**src/rtl/n_bit_register_if.sv**
```systemverilog
// Operation/data bundle for n_bit_register: enable, function select, load data and registered output.
interface n_bit_register_if #(
  parameter int unsigned N = 8
);
  logic         E;
  logic [1:0]   FunSel;
  logic [N-1:0] I;
  logic [N-1:0] Q;

  modport master (output E, output FunSel, output I, input Q);
  modport slave  (input E, input FunSel, input I, output Q);
endinterface

```
**src/rtl/n_bit_register.sv**
```systemverilog
// N-bit register with decrement/increment/load/clear and synchronous active-low reset.
// Define N_BIT_REGISTER_SAT_EN to make increment/decrement saturate instead of wrapping.
module n_bit_register #(
  parameter int unsigned  N           = 8,
  parameter logic [N-1:0] RESET_VALUE = '0
) (
  input  logic           CLK,
  input  logic           RST_N,
  n_bit_register_if.slave bus
);

  localparam logic [N-1:0] ALL_ZEROS = '0;
  localparam logic [N-1:0] ALL_ONES  = '1;
  localparam logic [N-1:0] ONE       = N'(1);

  logic [N-1:0] q_q;
  logic [N-1:0] q_d;
  logic [N-1:0] dec_val;
  logic [N-1:0] inc_val;

  // Edge values at the counting limits depend on the build's overflow policy.
  always_comb begin
    dec_val = q_q - ONE;
    inc_val = q_q + ONE;
`ifdef N_BIT_REGISTER_SAT_EN
    if (q_q == ALL_ZEROS) dec_val = ALL_ZEROS;
    if (q_q == ALL_ONES)  inc_val = ALL_ONES;
`endif
  end

  always_comb begin
    q_d = q_q;
    if (bus.E) begin
      case (bus.FunSel)
        2'b00:   q_d = dec_val;
        2'b01:   q_d = inc_val;
        2'b10:   q_d = bus.I;
        2'b11:   q_d = ALL_ZEROS;
        default: q_d = q_q;
      endcase
    end
  end

  // Reset wins over any pending operation at the same edge.
  always_ff @(posedge CLK) begin
    if (!RST_N) q_q <= RESET_VALUE;
    else        q_q <= q_d;
  end

  assign bus.Q = q_q;

endmodule

```
**src/flat_wrapper.sv**
```systemverilog
// flat-port wrapper written by rule: the top's interface ports become plain ports
module n_bit_register_flat 
#(
  parameter int unsigned  N           = 8,
  parameter logic [N-1:0] RESET_VALUE = '0
)
  (CLK, RST_N, bus_E, bus_FunSel, bus_I, bus_Q);
  n_bit_register_if #(.N(N)) bus_i ();
  input  logic CLK;
  input  logic RST_N;
  input wire logic [$bits(bus_i.E)-1:0] bus_E;
  input wire logic [$bits(bus_i.FunSel)-1:0] bus_FunSel;
  input wire logic [$bits(bus_i.I)-1:0] bus_I;
  output wire logic [$bits(bus_i.Q)-1:0] bus_Q;
  assign bus_i.E = bus_E;
  assign bus_i.FunSel = bus_FunSel;
  assign bus_i.I = bus_I;
  assign bus_Q = bus_i.Q;
  n_bit_register #(.N(N), .RESET_VALUE(RESET_VALUE)) u_core (.CLK(CLK), .RST_N(RST_N), .bus(bus_i));
endmodule
```
**config.mk**
```make
export PLATFORM = sky130hd
export DESIGN_NAME = n_bit_register_flat
export DESIGN_NICKNAME = d
export VERILOG_FILES = /design/src/rtl/n_bit_register_if.sv /design/src/rtl/n_bit_register.sv /design/src/flat_wrapper.sv
export SDC_FILE = /design/constraint.sdc
export NUM_CORES = 1
export LEC_CHECK = 0
export BUFFER_PORTS_ARGS = -buffer_cell sky130_fd_sc_hd__buf_2
export CORE_MARGIN = 2
export CORE_UTILIZATION = 48
export DETAILED_ROUTE_END_ITERATION = 10
export PLACE_DENSITY = 0.78
export SYNTH_ARGS = -nofsm -noshare
export SYNTH_HDL_FRONTEND = slang
export SYNTH_SLANG_ARGS = --single-unit
```
**constraint.sdc**
```tcl
create_clock -name CLK -period 2.2 [get_ports CLK]
set_input_delay 0.33 -clock CLK [delete_from_list [all_inputs] [get_ports CLK]]
set_output_delay 0.33 -clock CLK [all_outputs]
set_load 0.02 [all_outputs]
```
==> metrics.txt <==
Post-CTS Setup Inserts=0; Tightest Pin Transition=0.498 ns; endpoint type of the worst setup path=flop; RSZ-0062 raised after global routing=no; crit-path max cell delay=0.42 ns; Final Hold Vio Count=0; Post-synth EDFFs=0; period utilization=a little under nine tenths; CP startpoint=bus_FunSel[1]; post-route ant nets=0; H-tree lvl count=1; Max VDD drop=0.000445 V; WL per Instance=14.9 um; PortBufs=20; vias per cell=6.28; flops & latches, synth=8; post-route minimum period=~1.9 ns; Longest Clk Path Bufs=2; post-route cell area=812 um^2; Syn Inst Count=80; status=completed; clock slew at reported path FFs=roughly 0.060 ns; worst path required time=between 2 and 2.5 ns; Worst Hold Launch=bus_I[4]; Cell Chain, Critical Path=buf_2, inv_2, nand2_1, ha_1, a211oi_2, nor2_1, o31a_1, o311a_1, nor2_1; ys flop type=dfxtp_1; Skew-Pair Late Insertion Delay=~0.26 ns; Die X=roughly 40 um; Synth Warn #=0; max FFs per register=8; Seq/Total Area, Yosys=24.4%; Levels on crit path=9; Iteration-0 DRC Markers=between 50 and 60; largest cells by area after synthesis=dfxtp_1 24%, ha_1 11%, a21oi_1 5.3%; pre-CTS WS=0.0552 ns; vias in the first global route=between 600 and 700; Cell Area, Synth=~660 um^2; # diodes=0; Crit Path Category=primary input to flop; grt total ovfl=0; Synthesized Nets=100; Die H=41.0 um; slowest CP cell=ha_1; slew margin rel.=between 60% and 70%; drt drc=0; asr flop ratio synth=0%; IO Count=21; setup TNS=0 ns; FF+latch area=160 um^2; Reg2Reg Depth=6; share of cells above drive strength 1=28.8%; Total Routing Usage GR=about a quarter; CTS sink count=8; Detailed Routing Iterations Pass 1=4; vias after detailed routing=~750; Die ar.=approximately 0.0017 mm^2; initial antenna violation count=0; CTS tree=built; Avg Inst Size Synth=between 8 and 9 um^2; final setup fails=0; reg-to-reg endpoint=u_core.bus.Q[7]$_SDFFE_PN0P_; area of the multi-input gates=about 470 um^2; max-cap viol count=0; Critical Path Most Common Cell=nor2_1; Worst Path Arrival=around 2.1 ns; Min-Delay Path Class=primary input to flop; core area=0.00128 mm^2; Worst Path Buf+Inv=2; most common cell after layout, fill and taps aside=buf_2; Area Growth Syn to Fin=23.9%; Worst setup SP type=primary input; wire length of the first global-routing pass=a little under 3000 um; fmax=roughly 530 MHz; Site Rows=13; Fillers=~120; Setup Skew=about 0.0082 ns; Max FO, Critical Path=7; reg2reg start=u_core.bus.Q[4]$_SDFFE_PN0P_; Initial Util=51.0%; pwr dens=approximately 610 mW/mm^2; cell leakage power=~0.00040 uW; overall power=roughly 490 uW; area leader, netlist=dfxtp_1; post-cts resize count=0; placed cell areas=790 um^2; CTS buffer count=3; Detail Placement HPWL=roughly 1300 um; distinct cell type count after synthesis=30; largest net degree at the start of global routing=20; clock root cell=clkbuf_4; R2R Setup Slk=around 0.40 ns; total wire length=approximately 1800 um; commonest cells after routing, fill and taps aside=20 x buf_2, 8 x dfxtp_1, 7 x o21ai_0, 7 x a21oi_1; hold-fix buffers at CTS=0; Final Slew Violations=0; Final GP Congestion=slightly above 0.9; Critical Path Sink=u_core.bus.Q[7]$_SDFFE_PN0P_; worst setup margin=approximately 0.3 ns; cell family with most CP delay=compound AO/OA/AOI/OAI gates; Yosys top cell area share=~24%; final net count=roughly 130
-- power by group --
group | internal, uW | switching, uW | total, uW
logic | 91.2 | 112 | 203
clock network | 63.0 | 58.5 | 121
registers | 158 | 12.1 | 170
total | 312 | 183 | 495
-- area by class of cell --
class / instances / area share, %
timing repair buffer: 23 / 15.1
tap: 15 / 2.31
multi-input combinational: 65 / 57.8
clock buffer: 3 / 2.77
sequential: 8 / 19.7
inverter: 5 / 2.31
-- metrics by stage --
stage	hold slack (ns)	std cells	util, %
6_report	0.347	119	63.2
5_1_grt	0.370	119	63.2
4_1_cts	0.352	119	63.2
3_5_place_dp	0.541	116	61.4
3_3_place_gp	0.519	116	61.4
2_1_floorplan	0.466	80	-
-- cell families after synthesis --
kind of cell / synth area share, %
and+or+nand+nor: 14.7
xor gates and xnor gates: 4.01
DFF: 24.4
AOI/OAI and AO/OA: 38.4
adders and majority gates: 14.5
buffers and inverters: 4.01
-- cells in the mapped netlist (2+ instances only) --
cell type / number
xnor2_1: 3
o211ai_1: 3
a22oi_1: 2
a21o_1: 2
o311ai_0: 2
clkbuf_1: 2
nand2_1: 6
nand3_1: 2
o21a_1: 2
ha_1: 6
o21ai_0: 7
inv_2: 2
inv_1: 3
a21oi_1: 7
nor2_1: 5
nor2b_1: 2
dfxtp_1: 8
o31a_1: 2
o211a_1: 3
-- per-layer routing --
metal / vias to the layer above / share of wire, % / track usage [%] / wire, um
met2: 37 / 47 / 41.8 / 825
li1: 359 / - / - / -
met1: 347 / 42 / 34.6 / 745
met3: 4 / 9.5 / 4.89 / 168
met4: 0 / 1.8 / 10.0 / 32
met5: - / 0 / 0 / 0
-- worst min-delay path by stage --
stage | to | slack (ns) | cells after the start
4_1_cts | u_core.bus.Q[4]$_SDFFE_PN0P_ | 0.35 | 3
3_3_place_gp | u_core.bus.Q[2]$_SDFFE_PN0P_ | 0.52 | 1
6_report | u_core.bus.Q[4]$_SDFFE_PN0P_ | 0.35 | 3
3_5_place_dp | u_core.bus.Q[2]$_SDFFE_PN0P_ | 0.54 | 1
5_1_grt | u_core.bus.Q[4]$_SDFFE_PN0P_ | 0.37 | 3
2_1_floorplan | u_core.bus.Q[7]$_SDFFE_PN0P_ | 0.47 | 2
-- worst register-to-register path: cells and delay by family (launching register included) --
family | cells | cell delay (ns)
AOI/OAI and AO/OA | 3 | 0.84
adders and majority gates | 1 | 0.39
DFF | 1 | 0.32
and+or+nand+nor | 2 | 0.18
(Power assumes the default switching activity.)
